$ cat src/rtl/rr_arb_dec4_ctrl.sv
// ---------------------------------------------------------------------------
// rr_arb_dec4_ctrl
//   Four-way round-robin arbiter with a bounded hold time. A requester keeps
//   the grant while it requests. After MAX_HOLD consecutive cycles it is
//   preempted, but only if someone else is waiting. The priority pointer
//   moves to one past the most recent winner, so the scan order rotates.
//
// Parameters
//   MAX_HOLD  maximum consecutive grant cycles while others wait (1..15)
//
// Ports
//   clk      in   sole clock, rising edge
//   reset    in   synchronous active-high reset
//   req      in   [3:0] request vector, bit i = requester i
//   gnt      out  [3:0] registered one-hot grant, 0000 when idle
//   gnt_idx  out  [1:0] registered owner index, 0 when idle
//   gnt_val  out  registered "grant held" flag
// ---------------------------------------------------------------------------
module rr_arb_dec4_ctrl #(
  parameter int MAX_HOLD = 4
) (
  input  logic       clk,
  input  logic       reset,
  input  logic [3:0] req,
  output logic [3:0] gnt,
  output logic [1:0] gnt_idx,
  output logic       gnt_val
);

  typedef enum logic {IDLE, BUSY} state_t;

  localparam logic [3:0] HOLD_MAX = 4'(MAX_HOLD);

  state_t     r_state, w_state_nxt;
  logic [1:0] r_ptr,   w_ptr_nxt;
  logic [1:0] r_owner, w_owner_nxt;
  logic [3:0] r_cnt,   w_cnt_nxt;
  logic [3:0] r_gnt,   w_gnt_nxt;
  logic [1:0] r_gnt_idx, w_gnt_idx_nxt;
  logic       r_gnt_val, w_gnt_val_nxt;

  logic [3:0] w_others;
  logic [2:0] w_pick_all;   // {found, index} over all requests
  logic [2:0] w_pick_oth;   // {found, index} excluding the current owner

  // First set bit of mask scanning ptr, ptr+1, ptr+2, ptr+3 (mod 4).
  function automatic logic [2:0] rr_pick(input logic [3:0] mask,
                                         input logic [1:0] ptr);
    logic       found;
    logic [1:0] win;
    logic [1:0] idx;
    found = 1'b0;
    win   = 2'd0;
    for (int k = 0; k < 4; k++) begin
      idx = ptr + 2'(k);
      if (mask[idx] && !found) begin
        found = 1'b1;
        win   = idx;
      end
    end
    return {found, win};
  endfunction

  assign w_others   = req & ~(4'b0001 << r_owner);
  assign w_pick_all = rr_pick(req, r_ptr);
  assign w_pick_oth = rr_pick(w_others, r_ptr);

  always_comb begin
    w_state_nxt   = r_state;
    w_ptr_nxt     = r_ptr;
    w_owner_nxt   = r_owner;
    w_cnt_nxt     = r_cnt;
    w_gnt_nxt     = 4'b0000;
    w_gnt_idx_nxt = 2'd0;
    w_gnt_val_nxt = 1'b0;

    case (r_state)
      IDLE: begin
        if (w_pick_all[2]) begin
          w_state_nxt = BUSY;
          w_owner_nxt = w_pick_all[1:0];
          w_cnt_nxt   = 4'd1;
          w_ptr_nxt   = w_pick_all[1:0] + 2'd1;
        end
      end
      BUSY: begin
        if (req[r_owner]) begin
          if (r_cnt < HOLD_MAX) begin
            w_cnt_nxt = r_cnt + 4'd1;
          end else if (w_pick_oth[2]) begin
            // Hold budget spent and someone is waiting: preempt.
            w_owner_nxt = w_pick_oth[1:0];
            w_cnt_nxt   = 4'd1;
            w_ptr_nxt   = w_pick_oth[1:0] + 2'd1;
          end else begin
            w_cnt_nxt = HOLD_MAX;
          end
        end else if (w_pick_oth[2]) begin
          // Owner released; hand off on the same edge, no idle bubble.
          w_owner_nxt = w_pick_oth[1:0];
          w_cnt_nxt   = 4'd1;
          w_ptr_nxt   = w_pick_oth[1:0] + 2'd1;
        end else begin
          w_state_nxt = IDLE;
        end
      end
      default: w_state_nxt = IDLE;
    endcase

    // Outputs are registered copies of the next-state owner decode.
    if (w_state_nxt == BUSY) begin
      w_gnt_nxt     = 4'b0001 << w_owner_nxt;
      w_gnt_idx_nxt = w_owner_nxt;
      w_gnt_val_nxt = 1'b1;
    end
  end

  always_ff @(posedge clk) begin
    if (reset) begin
      r_state   <= IDLE;
      r_ptr     <= 2'd0;
      r_owner   <= 2'd0;
      r_cnt     <= 4'd0;
      r_gnt     <= 4'b0000;
      r_gnt_idx <= 2'd0;
      r_gnt_val <= 1'b0;
    end else begin
      r_state   <= w_state_nxt;
      r_ptr     <= w_ptr_nxt;
      r_owner   <= w_owner_nxt;
      r_cnt     <= w_cnt_nxt;
      r_gnt     <= w_gnt_nxt;
      r_gnt_idx <= w_gnt_idx_nxt;
      r_gnt_val <= w_gnt_val_nxt;
    end
  end

  assign gnt     = r_gnt;
  assign gnt_idx = r_gnt_idx;
  assign gnt_val = r_gnt_val;

endmodule

$ cat config.mk
export PLATFORM = sky130hd
export DESIGN_NAME = rr_arb_dec4_ctrl
export DESIGN_NICKNAME = d
export VERILOG_FILES = /design/src/rtl/rr_arb_dec4_ctrl.sv
export SDC_FILE = /design/constraint.sdc
export NUM_CORES = 1
export LEC_CHECK = 0
export CAP_MARGIN = 0
export CORE_MARGIN = 1.5
export CORE_UTILIZATION = 57
export CTS_BUF_LIST = sky130_fd_sc_hd__clkbuf_8 sky130_fd_sc_hd__clkbuf_16
export DETAILED_ROUTE_END_ITERATION = 10
export PLACE_DENSITY = 0.85
export SYNTH_ARGS = -nofsm -noshare
export SYNTH_HDL_FRONTEND = slang
export SYNTH_SLANG_ARGS = --single-unit
$ cat constraint.sdc
create_clock -name clk -period 4.6 [get_ports clk]
set_input_delay 0.69 -clock clk [delete_from_list [all_inputs] [get_ports clk]]
set_output_delay 0.69 -clock clk [all_outputs]
set_load 0.05 [all_outputs]
=== Word level (Yosys, flattened, before mapping) ===
Index checks and enable logic that the tools add are counted.

* Flip-flop bits (word level): 16
* Logic and storage cells: 98
* Input bits: 6
* Output and inout port bits: 7

* Bitwise operators: 4
* Reduce and logical (&&, ||, !) cells: 15
* Equality and inequality tests: 3
* Magnitude comparators: 6
* Shifts and indexed selects: 2
* Add/sub/neg operators: 6
* Muxes and demuxes: 55

{| class="wikitable"
|+ Operators with widths
! cell !! count
|-
| $mux W2 || 16
|-
| $mux W1 || 21
|-
| $bmux W1 S2 || 9
|-
| $mux W4 || 4
|-
| $lt A2 B3 Y1 const B || 5
|-
| $pmux W2 S2 || 2
|-
| $pmux W4 S2 || 1
|-
| $shl A1 B2 Y4 const A || 2
|-
| $add A2 B1 Y2 const B || 3
|-
| $logic_and A1 B1 Y1 || 6
|-
| $logic_not A1 Y1 || 6
|-
| $add A2 B2 Y2 const B || 2
|-
| $add A4 B1 Y4 const B || 1
|-
| $and A4 B4 Y4 || 1
|-
| $lt A4 B3 Y1 const B || 1
|-
| $not A4 Y4 || 1
|-
| $reduce_and A2 Y1 || 2
|-
| $mux W3 || 1
|-
| $ne A3 B1 Y1 const B || 1
|-
| $ne A3 B3 Y1 const B || 1
|-
| $ne A2 B2 Y1 const B || 1
|-
| $not A1 Y1 || 2
|-
| $pmux W1 S2 || 1
|-
| $reduce_or A2 Y1 || 1
|}

=== Depth between registers and ports, before layout ===
* Depth in word-level cells: 20
* Mapped depth: 7
* Mapped depth without buffers: 6

=== Worst setup path before layout ===
Ideal clock, no wire load.

* Kind: input -> register
* Start point: input port req[3]
* End point: register r_gnt[2], in the netlist gnt[2]
* Setup time: 116 ps
* Path slack: 2430 ps
* Arrival: 2054 ps
* Data required time: 4484 ps
* Stages on the path: 6
* Cell sequence: buf_6 -> mux4_2 -> nand2_2 -> a41oi_4 -> a221o_1 -> o211a_1

* Longest elaborated chain between the ends: 18
* Elaborated cells between the ends (all ways): 59

{| class="wikitable"
|+ RTL lines
! element !! RTL line !! source
|-
| start: declaration || 24 || <nowiki>input logic [3:0] req,</nowiki>
|-
| $and A4 B4 Y4 || 64 || <nowiki>assign w_others = req & ~(4'b0001 << r_owner);</nowiki>
|-
| $bmux W1 S2 || 56 || <nowiki>if (mask[idx] && !found) begin</nowiki>
|-
| $mux W1 (implied by the code) || 56 ||
|-
| $mux W1 || 56 ||
|-
| $logic_not A1 Y1 || 56 ||
|-
| $logic_and A1 B1 Y1 || 56 ||
|-
| $mux W1 || 56 ||
|-
| $logic_not A1 Y1 || 56 ||
|-
| [... 2 more ...] || n/a ||
|-
| $logic_not A1 Y1 || 56 ||
|-
| $logic_and A1 B1 Y1 || 56 ||
|-
| $mux W2 or $mux W1 (tied branches) || 56 ||
|-
| $mux W2 or $mux W1 (tied branches) || 90, 98 ||
|-
| $mux W2 or $mux W1 (tied branches) || 88, 87 ||
|-
| $mux W2 or $pmux W1 S2 (tied branches) || 87, 77 ||
|-
| $pmux W2 S2 or $not A1 Y1 (tied branches) || n/a ||
|-
| $shl A1 B2 Y4 or $reduce_or A2 Y1 (tied branches) || n/a ||
|-
| end signal: assignment || 132 || <nowiki>r_gnt <= w_gnt_nxt;</nowiki>
|-
| end: declaration || 38 || <nowiki>logic [3:0] r_gnt, w_gnt_nxt;</nowiki>
|}

Several ways; a longest one is shown, not always the timed one. The select of a mux whose other input is x is not followed.
A chain may end at the register's enable or synchronous reset.

=== Worst setup path in the final report ===
* Start point: input port req[1]
* End point: register r_gnt[0], in the netlist gnt[0]

The elaborated chain is that of the path after synthesis.

==> impl_summary.txt <==
----------------------------------------------------
[Run status]
  Result of the run ... complete, no violations

[Detailed routing]
  Iteration-0 DRC count of the detailed router ... 37
  Average wire per standard cell ... 16.1 µm
  Detailed-router iteration count before antenna repair ... 4
  Antenna-violating nets left ... 0
  Overall routed net length ... 2.24 mm
  Detailed-route vias per instance ... 6.78
  Total DRC errors in the routed layout ... 0
  Via count of the routed design ... 943

[Layout]
  Area delta synth->final ... 12.8%
  Number of inserted diodes ... 0
  Number of cells in the finished layout apart from fillers ... 139
  Layout fillers ... 122
  Final-stage net count ... 131
  Fraction of final layout cells sized beyond drive strength 1 ... 13.8%
  Final std cell area, no fill ... 0.00112 mm²

[Logic synthesis]
  Number of warnings printed during yosys synthesis ... 0
  Portion of synthesized cell area occupied by the leading cell type ... 30.1%
  Post-synthesis sequential element count ... 15
  Commonest cells post-synth ... 15 x dfxtp_1, 12 x nor2_1, 7 x a21oi_1
  Async set or reset register ratio after synthesis ... 0%
  Post-synth design cell area ... 997 µm²
  Synth unique cells ... 50
  Dominant cells by area after synthesis ... dfxtp_1 30%, nor2_1 4.5%, o211a_1 4.0%
  Cell with the most instances after synthesis ... dfxtp_1
  Most instantiated flip-flop cell in the synthesis netlist ... dfxtp_1
  Synth Instances ... 116
  Post-synth EDFFs ... 0
  Mean cell area of the mapped netlist ... 8.60 µm²
  Register area share after synthesis ... 30.1%
  Cell taking the most area after synthesis ... dfxtp_1
  Number of nets produced by synthesis ... 123

[STA]
  Worst hold margin ... 0.472 ns
  Post-route fraction of the period consumed by the critical path ... 58.1%
  Setup violation total in the final timing report ... 0
  Timing-limited maximum frequency ... 0.374 GHz
  Final worst path period need ... 2.67 ns
  Hold Vio Cnt, Final ... 0
  PnR worst setup slack ... 1.93 ns
  Transition time at the pin with the least slew margin ... 0.619 ns
  Worst relative slew slack ... 58.7%
  RSZ-0062 raised after global routing ... false
  Setup_tns ... 0 ns
  Max Transition Viols Final ... 0
  Post-route clock skew ... 0.00268 ns

[CTS]
  Maximum root-to-sink buffer count ... 2
  Sinks on the clock net ... 15
  Post-cts repair resize count ... 0
  CTS H-Tree Depth ... 1
  CTS buffer count ... 3
  Clock insertion delay at the later pin of the skew report ... 0.25 ns
  CTS tree ... done
  Root buffer cell ... clkbuf_8
  Clk slew on worst S/H paths ... 0.06 ns
  Hold_buf cts ... 0
  Post-CTS Setup Bufs ... 0

[Place]
  Setup slack at placement ... 1.70 ns
  RePlAce Congestion ... 0.908
  Count of port buffers added during placement ... 12
  Post-detail-place hpwl ... 1.58 mm
  Post-Place Cell Area ... 0.00108 mm²
  DP Cell Count ... 135

[Power]
  Leakage component of the power ... 0.000455 µW
  Largest vdd supply drop ... 228 µV
  Power Density ... 368 mW/mm²

[Floorplan]
  Overall die width ... 44.8 µm
  Number of standard-cell rows in the floorplan ... 14
  Number of top-level pins ... 13
  Total die area ... 0.00201 mm²
  Die Y-Extent ... 44.8 µm
  Area of the core region ... 0.00158 mm²
  Effective utilization at floorplan ... 63.3%

[Global route]
  Maximum number of pins on one net before global-route repair ... 16
  GRT Util Overall ... 26.2%
  Number of antenna violations at the first check in global routing ... 0
  First-pass GRT wire length ... 3.80 mm
  Vias in the first global route ... 888
  Remaining global-route overflow ... 0

[Critical path]
  Data arrival at the endpoint of the critical path ... 2.86 ns
  Startpoint types ... input pin
  Critical Path End Type ... flop
  Worst setup path class ... in2reg
  Buffering stage count on the worst path with inverters included ... 1
  Cell class contributing the biggest share of worst-path delay ... compound AO/OA/AOI/OAI gates
  Standard cell with the maximum stage delay on the critical path ... clkdlybuf4s50_1
  Critical path peak fanout ... 11
  Delay contributed by the slowest stage of the critical path ... 0.64 ns
  Cell-by-cell trace of the critical path ... clkdlybuf4s50_1, mux4_2, nand2_2, a41oi_4, a221oi_2, o211a_1
  Internal reg-to-reg setup slack ... 2.27 ns
  Required arrival time at the worst endpoint ... 4.79 ns

[Run]
  Number of violations of the max-capacitance limit ... 0

[Hold path]
  Class of the tightest hold or removal check ... reg2reg

----------------------------------------------------
## power breakdown
group / internal, µW / leakage, µW / total [µW] / switching (µW)
clock network: 60.0 / 0.0000255 / 106 / 45.8
logic: 59.6 / 0.000306 / 142 / 82.6
registers: 143 / 0.000124 / 166 / 22.5
## kinds of logic (layout without fill, tap and decap cells)
kind of cell	count (synthesis)	count (layout)	share of synthesized area, %
buf+inv	16	23	8.53
flops	15	15	30.1
simple gates	43	43	23.7
mux	4	4	5.27
fa+ha+maj	3	3	3.39
compound gates	35	35	29.0
## worst register-to-register path: cells and delay by family, from the launching register on
family          cells  cell delay, ns
compound gates      3            0.84
flops               1            0.71
mux                 1            0.62
simple gates        1            0.11
## routing by layer
metal / part of all wire, % / track usage, % / up-vias / wire [µm]
met1: 41 / 31.9 / 441 / 927
met4: 1.1 / 9.41 / 0 / 25
met3: 8.6 / 6.80 / 6 / 192
li1: - / - / 444 / -
met5: 0 / 0 / - / 0
met2: 49 / 44.6 / 52 / 1090
## area by class of cell
| type | count | area, µm² | share of cell area (%) |
|---|---|---|---|
| clock buffers | 3 | 41.3 | 3.67 |
| clock inverters | 1 | 5.00 | 0.445 |
| inverters | 7 | 26.3 | 2.34 |
| multi-input cells | 85 | 612 | 54.4 |
| flip-flops and latches | 15 | 300 | 26.7 |
| well taps | 16 | 20.0 | 1.78 |
| repair buffers | 12 | 120 | 10.7 |
## placed cells by master, fill, tap and decap left out, types with 2 or more instances in the layout
master           instances
a21oi_1                  7
a31oi_1                  2
clkbuf_8                 3
clkdlybuf4s50_1         12
dfxtp_1                 15
inv_1                    6
mux2i_1                  3
nand2_1                  6
nand2b_1                 2
nand3_1                  2
nand4_1                  2
nor2_1                  12
nor2b_1                  3
nor3_1                   6
o211a_1                  4
o21ai_0                  2
o21ai_1                  2
o21bai_1                 2
o22ai_1                  2
or3_1                    2
## flip-flops by register name (all words and copies together), names as in the netlist
name / flops
gnt: 4
r_cnt: 4
gnt_idx: 2
r_owner: 2
r_ptr: 2
r_state: 1
## per-stage QoR
step,utilization (%),total power (µW)
floorplan,-,275
global placement,68.4,302
detailed placement,68.4,307
CTS,71.3,416
global route,71.3,435
finish,71.3,414
## worst paths after layout
path,startpoint,to,cells after the start
worst max-delay path,req[1],gnt[0],6
worst min-delay path,r_cnt[2],r_cnt[2],2
worst max register to register,r_owner[1],gnt[0],5
worst min register to register,r_cnt[2],r_cnt[2],2
No activity file was read; power rests on OpenSTA's default activity.
